**config.mk**
```make
export PLATFORM = sky130hd
export DESIGN_NAME = dso100fb_intr_ctrl
export DESIGN_NICKNAME = d
export VERILOG_FILES = /design/src/rtl/dso100fb_pkg.sv /design/src/rtl/dso100fb_intr_holdoff.sv /design/src/rtl/dso100fb_intr_ctrl.sv
export SDC_FILE = /design/constraint.sdc
export NUM_CORES = 1
export LEC_CHECK = 0
export ABC_AREA = 1
export CAP_MARGIN = 25
export CORE_AREA = 10 10 47 49
export DETAILED_ROUTE_END_ITERATION = 6
export DIE_AREA = 0 0 57 59
export PLACE_DENSITY = 0.74
export SETUP_SLACK_MARGIN = 0.15
export SYNTH_ARGS = -nofsm -noshare
export SYNTH_HDL_FRONTEND = slang
export SYNTH_HIERARCHICAL = 1
export SYNTH_SLANG_ARGS = --single-unit
```
**constraint.sdc**
```tcl
create_clock -name aclk -period 1.7 [get_ports aclk]
set_input_delay 0.34 -clock aclk [delete_from_list [all_inputs] [get_ports aclk]]
set_output_delay 0.34 -clock aclk [all_outputs]
set_load 0.05 [all_outputs]
```
**src/rtl/dso100fb_pkg.sv**
```systemverilog
// Shared definitions for the DSO100 framebuffer interrupt controller.
// Optional holdoff build switch: DSO100FB_INTR_HOLDOFF_EN.
package dso100fb_pkg;

   localparam int NEVT_DEFAULT = 4;

   // Bit positions of the framebuffer event sources within evt_in/status/enable.
   typedef enum int unsigned {
      EVT_VSYNC      = 0,
      EVT_FRAME_DONE = 1,
      EVT_UNDERRUN   = 2,
      EVT_DMA_ERROR  = 3
   } evt_idx_e;

endpackage

```
**src/rtl/dso100fb_intr_holdoff.sv**
```systemverilog
// Interrupt holdoff down-counter; only built when DSO100FB_INTR_HOLDOFF_EN is defined.
// 'active' reports the counter's next value so the interrupt flop is masked in step with it.
module dso100fb_intr_holdoff #(
   parameter int HOLDOFF_CYCLES = 256
) (
   input  logic aclk,
   input  logic aresetn,
   input  logic load,
   input  logic clear,
   output logic active
);

   localparam logic [15:0] HOLDOFF_LOAD = 16'(HOLDOFF_CYCLES);

   logic [15:0] cnt_q;
   logic [15:0] cnt_d;

   // A new acknowledge restarts the window rather than extending it.
   always_comb begin
      cnt_d = cnt_q;
      if (load) begin
         cnt_d = HOLDOFF_LOAD;
      end else if (clear) begin
         cnt_d = '0;
      end else if (cnt_q != '0) begin
         cnt_d = cnt_q - 16'd1;
      end
   end

   always_ff @(posedge aclk or negedge aresetn) begin
      if (!aresetn) begin
         cnt_q <= '0;
      end else begin
         cnt_q <= cnt_d;
      end
   end

   assign active = (cnt_d != '0);

endmodule

```
**src/rtl/dso100fb_intr_ctrl.sv**
```systemverilog
// DSO100 framebuffer interrupt controller: edge-detected sticky status, enable mask, registered IRQ.
// Define DSO100FB_INTR_HOLDOFF_EN to mask the interrupt for HOLDOFF_CYCLES after each acknowledge.
module dso100fb_intr_ctrl
   import dso100fb_pkg::*;
#(
   parameter int NEVT           = NEVT_DEFAULT,
   parameter int HOLDOFF_CYCLES = 256
) (
   input  logic            aclk,
   input  logic            aresetn,
   input  logic [NEVT-1:0] evt_in,
   input  logic            en_wr,
   input  logic [NEVT-1:0] en_wdata,
   input  logic            ack_wr,
   input  logic [NEVT-1:0] ack_wdata,
   output logic [NEVT-1:0] status,
   output logic [NEVT-1:0] enable,
   output logic            DSO100FB_INTR
);

   if ((HOLDOFF_CYCLES < 1) || (HOLDOFF_CYCLES > 65535)) begin : g_bad_holdoff
      $error("HOLDOFF_CYCLES must lie in 1..65535");
   end

   logic [NEVT-1:0] evt_prev_q;
   logic [NEVT-1:0] evt_rise;
   logic [NEVT-1:0] status_q;
   logic [NEVT-1:0] status_d;
   logic [NEVT-1:0] enable_q;
   logic [NEVT-1:0] enable_d;
   logic            intr_q;
   logic            intr_d;
   logic            holdoff_active;

   assign evt_rise = evt_in & ~evt_prev_q;

   // A new edge beats a simultaneous clear so the event is never lost.
   for (genvar gi = 0; gi < NEVT; gi++) begin : g_status_bit
      assign status_d[gi] = evt_rise[gi] | (status_q[gi] & ~(ack_wr & ack_wdata[gi]));
   end

   assign enable_d = en_wr ? en_wdata : enable_q;
   assign intr_d   = (|(status_q & enable_q)) & ~holdoff_active;

`ifdef DSO100FB_INTR_HOLDOFF_EN
   // No synchronous abort source exists here; only reset ends a holdoff early.
   dso100fb_intr_holdoff #(
      .HOLDOFF_CYCLES (HOLDOFF_CYCLES)
   ) u_holdoff (
      .aclk    (aclk),
      .aresetn (aresetn),
      .load    (ack_wr & (|ack_wdata)),
      .clear   (1'b0),
      .active  (holdoff_active)
   );
`else
   assign holdoff_active = 1'b0;
`endif

   always_ff @(posedge aclk or negedge aresetn) begin
      if (!aresetn) begin
         evt_prev_q <= '0;
         status_q   <= '0;
         enable_q   <= '0;
         intr_q     <= 1'b0;
      end else begin
         evt_prev_q <= evt_in;
         status_q   <= status_d;
         enable_q   <= enable_d;
         intr_q     <= intr_d;
      end
   end

   assign status        = status_q;
   assign enable        = enable_q;
   assign DSO100FB_INTR = intr_q;

endmodule

```
After elaboration in Yosys (flattened, before gate mapping)
Index checks and enable logic that the tools add are counted.
{ "word_totals": {"ff_bits": 13, "latch_bits": 0, "ramBits": 0, "rom_bits": 0, "inputBits": 16, "n_memories": 0} }
{ "op_classes": {"n_addsub": 0, "mul": 0, "div_mod_pow": 0, "n_lt_le_gt_ge": 0, "n_eq_ne": 0, "shifts": 0, "muxes": 0, "bitwise": 19, "n_reduce_logical": 1} }
{ "op_table": {"columns": ["cell", "count"], "rows": [
  ["$and A1 B1 Y1", 8],
  ["$and A4 B4 Y4", 2],
  ["$not A1 Y1", 4],
  ["$not A4 Y4", 1],
  ["$or A1 B1 Y1", 4],
  ["$reduce_or A4 Y1", 1]
]} }

Depth between registers and ports, before layout
{ "depth": {"ltp_word": 4, "ltp_mapped": 4} }

Worst setup path before layout
Ideal clock, no wire load.
{ "synth_timing": {"path_kind": "register to output", "from": "reg status_q[0], in the netlist status[0]", "to": "out status[0]", "arrival_time_ps": 615, "required_time_ps": 1360, "path_slack_ps": 745, "path_stages_with_launch": 1, "n_path_buf": 0, "path_cell_list": "dfrtp_1"} }
{ "synth_rtl": {"columns": ["element", "line_no", "rtl"], "rows": [
  ["from (decl)", "dso100fb_intr_ctrl.sv:27", "logic [NEVT-1:0] status_q;"],
  ["from (signal assigned)", "dso100fb_intr_ctrl.sv:68", "status_q <= status_d;"],
  ["to (decl)", "dso100fb_intr_ctrl.sv:16", "output logic [NEVT-1:0] status,"]
]} }
No word-level cell between the ends.

Worst setup path after layout
{ "layout_timing": {"from": "reg enable_q[1], in the netlist enable[1]", "to": "out enable[1]"} }
{ "layout_rtl": {"columns": ["element", "line_no", "rtl"], "rows": [
  ["from (decl)", "dso100fb_intr_ctrl.sv:29", "logic [NEVT-1:0] enable_q;"],
  ["from (signal assigned)", "dso100fb_intr_ctrl.sv:69", "enable_q <= enable_d;"],
  ["to (decl)", "dso100fb_intr_ctrl.sv:17", "output logic [NEVT-1:0] enable,"]
]} }
No word-level cell between the ends.

==> impl_metrics.yaml <==
critical_path:
  cp_num_buf_inv: 1
  start_kind: "flip-flop"
  crit_chain: "buf_4"
  required_ns: 1.36
  cp.depth: 1
  critical-path-top-delay-family: "flip-flops"
  cp-end-kind: "output pin"
  path_class: "reg2out"
  slowest_delay_ns: 0.41
  crit_slowest_cell: "dfrtp_1"
  crit_fanout: 3
  rr_worst_depth: 4
  critPathArrivalTime_ns: 0.88
run_status:
  status: "complete, no violations"
finish:
  mostFrequentLayoutCell: "nand2_1"
  nNetsFinal: 95
  diodes: 0
  layout_common_cells: "nand2_1, clkdlybuf4s50_1, dfrtp_1, inv_1, buf_4"
  area_growth_pct: 55.67
  layout-drive-gt1-share_pct: 15.38
  fillerInstances: 153
grt:
  antenna_found_initial: 0
  gr-max-usage-layer: "met2"
  grtUsageMet2_pct: 9.922
  use_met3_pct: 5.150
  grt_max_degree: 14
  grt_overflow: 0
  grt_first_pass_wirelength_mm: 1.821
  grt_usage_pct: 6.996
  gr-usage-met1_pct: 6.626
  grt_pass1_vias: 433
sta:
  rsz0062_at_grt: "no"
  hold_viol_final: 0
  setup_slack_ns: 0.4796
  clock.fmax_mhz: 819.4
  finalSetupViolations: 0
  drv_slew: 0
  slew_headroom_pct: 63.07
  final.setup_skew_ns: 0.001465
  fin_crit_sh_pct: 71.79
  period_minus_slack_ns: 1.220
  worstMarginPinSlew_ns: 0.5522
  tns_ns: 0
cts:
  cts_setup_buffers: 0
  root_buffer: "clkbuf_4"
  cts_made_buffers: 3
  cts_resized: 0
  insertion_delay_ns: 0.27
  cts_max_level: 1
  cts.sinks: 13
  cts_tree: "yes"
  ctsLongestPathBuffers: 2
  ctsHoldBuffers: 0
  clk_pin_slew_ns: 0.07
floorplanning:
  die_area_um2: 3363
  row_count: 14
  design.portCount: 25
  die_h_um: 59
  initial_utilization_pct: 33.84
  die_x_um: 57
  core_um2: 1401
synth:
  syn_inst: 50
  ys_seq_area_share_pct: 68.60
  synth_warnings: 6
  netlist_area_um2: 474.2
  synth-seq-cells: 13
  synth_nets: 66
  synth_area_leaders: "dfrtp_1, nand2_1, o21ai_0"
  synth.distinct_cells: 4
  synth_top_area_cell: "dfrtp_1"
  yosysTopAreaCellShare_pct: 68.60
  synth_area_per_cell_um2: 9.484
pwr:
  p_leak_nw: 0.3772
  powerDensity_nw_per_um2: 1002
  peakVddDrop_mv: 0.4401
detailed_routing:
  first_iter_violations: 1
  vias: 411
  drc: 0
  finalWirelength_mm: 1.095
  vias_per_cell: 4.372
  wl_per_cell_um: 11.65
  dr.pass1.iters: 2
  final_antenna_net_count: 0
placement:
  port_buffers: 24
  place.gp.congestion: 0.6843
  pre_cts_ws_ns: 0.4881
  dp_hpwl_um: 952.2
job:
  max-cap-violations: 0
hold_path:
  hp-class: "in2async"
[final timing paths]
path / end / slack, ns / start
max reg2reg: DSO100FB_INTR / 0.99 / enable[2]
max in group asynchronous: status[2] / 0.91 / aresetn
min reg2reg: status[1] / 0.43 / evt_prev_q[1]
max: enable[1] / 0.48 / enable[1]
min in group aclk: status[1] / 0.43 / evt_prev_q[1]
min: enable[0] / 0.42 / aresetn
[kinds of logic (layout without fill, tap and decap cells)]
logic type      Yosys count  after routing  synth area share (%)
compound gates            8              8                 8.444
flops                    13             13                 68.60
simple gates             19             19                 15.04
buf+inv                  10             38                 7.916
[cell type report]
type	instances	area, um^2	area share, %
flip-flops and latches	13	325.3	44.07
repair buffers	24	217.7	29.49
multi-input cells	27	111.4	15.08
inverters	10	37.54	5.085
clock buffers	4	26.28	3.559
well taps	16	20.02	2.712
[power by group]
part / switching [mW] / internal (mW)
sequential: 0.0180 / 0.337
combinational: 0.127 / 0.0746
clock: 0.0921 / 0.0909
[cells in the mapped netlist]
library cell   n
o21ai_0        8
nand2_1       19
inv_1         10
dfrtp_1       13
[flip-flops by register name, summed over array words and instances (netlist names)]
signal and cells:
enable 4, evt_prev_q 4, DSO100FB_INTR 1, status 4
[stage by stage]
stage	area (um^2)	power, mW	utilization [%]	hold slack [ns]	cells
after floorplan	474.2	0.4717	-	0.04441	50
final	738.2	0.7399	52.68	0.4224	94
after global placement	711.9	0.5637	50.80	0.4028	90
after CTS	738.2	0.7548	52.68	0.4274	94
after global routing	738.2	0.7834	52.68	0.4501	94
after detailed placement	711.9	0.5674	50.80	0.4172	90
[metal layers]
layer,vias to the layer above,share of wire [%]
li1,206,-
met1,180,39
met2,21,43
met3,4,15
met4,0,1.9
met5,-,0
(Power assumes the default switching activity.)
==> RTL change, RTL diff (same flow settings) <==
Change the package constant `NEVT_DEFAULT` from 4 to 3.
--- a/src/rtl/dso100fb_pkg.sv
+++ b/src/rtl/dso100fb_pkg.sv
@@ -2,7 +2,7 @@
 // Optional holdoff build switch: DSO100FB_INTR_HOLDOFF_EN.
 package dso100fb_pkg;
 
-   localparam int NEVT_DEFAULT = 4;
+   localparam int NEVT_DEFAULT = 3;
 
    // Bit positions of the framebuffer event sources within evt_in/status/enable.
    typedef enum int unsigned {
Interface: changed (5 resized); port bits go from 25 to 20. No check against the original RTL was run, so the function may have changed too.
==> RTL change against the unedited design <==
- sequential power shrank 23%
- clock power is 19% lower
- combinational power down 22%
- synthesized area shrank 24%
- register-to-register slack better by 0.05 ns
- setup slack gained 0.017 ns
- via count fell by 26%
- critical path depth unchanged
- routed wire length down 22%
- cell area is 22% lower
- sequential cell count fell by 3
- non-clock buffer count decreased by 5
- power shrank 22%
- hold slack got worse by 0.014 ns
==> RTL change: results (changes against the unedited design) <==
outcome: "complete, no violations"
peakVddDrop_mv: 0.367  # -17%
hold_viol_final: 0  # unchanged
ys_seq_area_frac: 0.694  # +0.00843
crit_path_end: "status[2]"
maxSlewHeadroom: 0.696  # +0.0652
grt_use_total: 0.0529  # -0.0171
grt_first_pass_wirelength_um: 1440  # -21%
p_int_uw: 400  # -21%
gp_congestion: 0.689  # +0.75%
grt_max_degree: 11  # -3
grt_pass1_vias: 316  # -27%
nFillCells: 154  # +0.65%
final_nets: 75  # -21%
port-buffer-count: 19  # -21%
r2r-end: "status[2]"
r2r-start: "status[2]"
yosys-top-cells-count: "nand2_1 (18), dfrtp_1 (10), inv_1 (6), o21ai_0 (3), nand3_1 (1)"
drive_above_1_share: 0.167  # +0.0128
worstRegToRegCells: 2  # -2
dr.pass1.iters: 3  # +1
critPathArrivalTime_ns: 0.86  # -0.02 ns
ff2ff_setup_slack_ns: 1.04  # +0.05 ns
cts.repair.resized: 0  # unchanged
synth_nets: 51  # -23%
first_iter_violations: 4  # +3
post_drt_wl_per_cell_um: 11.3  # -3.2%
clock_latency_ns: 0.25  # -0.02 ns
[RTL change: changes by cell type after synthesis, sizes merged]
cell and change:
nand3 +1, o21ai -5, nand2 -1, dfrtp -3
inv -4
[RTL change: power groups by stage]
stage          clock (uW)  combinational [uW]  sequential (uW)
2_1_floorplan           0                20.0              344
3_3_place_gp            0                 158              279
3_5_place_dp            0                 159              279
4_1_cts               156                 160              275
5_1_grt               171                 168              277
6_report              148                 157              274
[RTL change: metal layers]
layer  up-vias  global-route usage  part of all wire
met1       138              0.0575              0.42
met4         0              0.0101                 0
met3         0              0.0365              0.10
met2        10              0.0837              0.48
met5         -                   0                 0
li1        158                   -                 -
[RTL change: cell type report]
| type | count | area (um2) | area share |
|---|---|---|---|
| clock buffer | 3 | 22.5 | 0.0391 |
| inverter | 6 | 22.5 | 0.0391 |
| multi-input combinational | 22 | 87.6 | 0.152 |
| sequential | 10 | 250 | 0.435 |
| tap | 16 | 20.0 | 0.0348 |
| timing repair buffer | 19 | 173 | 0.300 |
[RTL change: worst min path at each step]
stage	startpoint	to	slack, ns	cells after the start
2_1_floorplan	aresetn	DSO100FB_INTR	0.04	0
3_3_place_gp	evt_prev_q[1]	status[1]	0.47	3
3_5_place_dp	evt_prev_q[1]	status[1]	0.47	3
4_1_cts	aresetn	evt_prev_q[0]	0.42	1
5_1_grt	aresetn	status[2]	0.43	1
6_report	aresetn	status[1]	0.41	1
[RTL change: per-stage QoR]
stage	hold WS, ns	worst slack, ns	area [um2]	std cells	utilization
2_1_floorplan	0.0444	0.745	360	38	-
3_3_place_gp	0.465	0.560	553	73	0.395
3_5_place_dp	0.467	0.552	553	73	0.395
4_1_cts	0.425	0.489	576	76	0.411
5_1_grt	0.435	0.460	576	76	0.411
6_report	0.408	0.497	576	76	0.411
[RTL change: cell families after synthesis]
family	Yosys count	synth area share
AOI/OAI and AO/OA	3	0.0417
buffers and inverters	6	0.0625
DFF	10	0.694
and+or+nand+nor	19	0.201
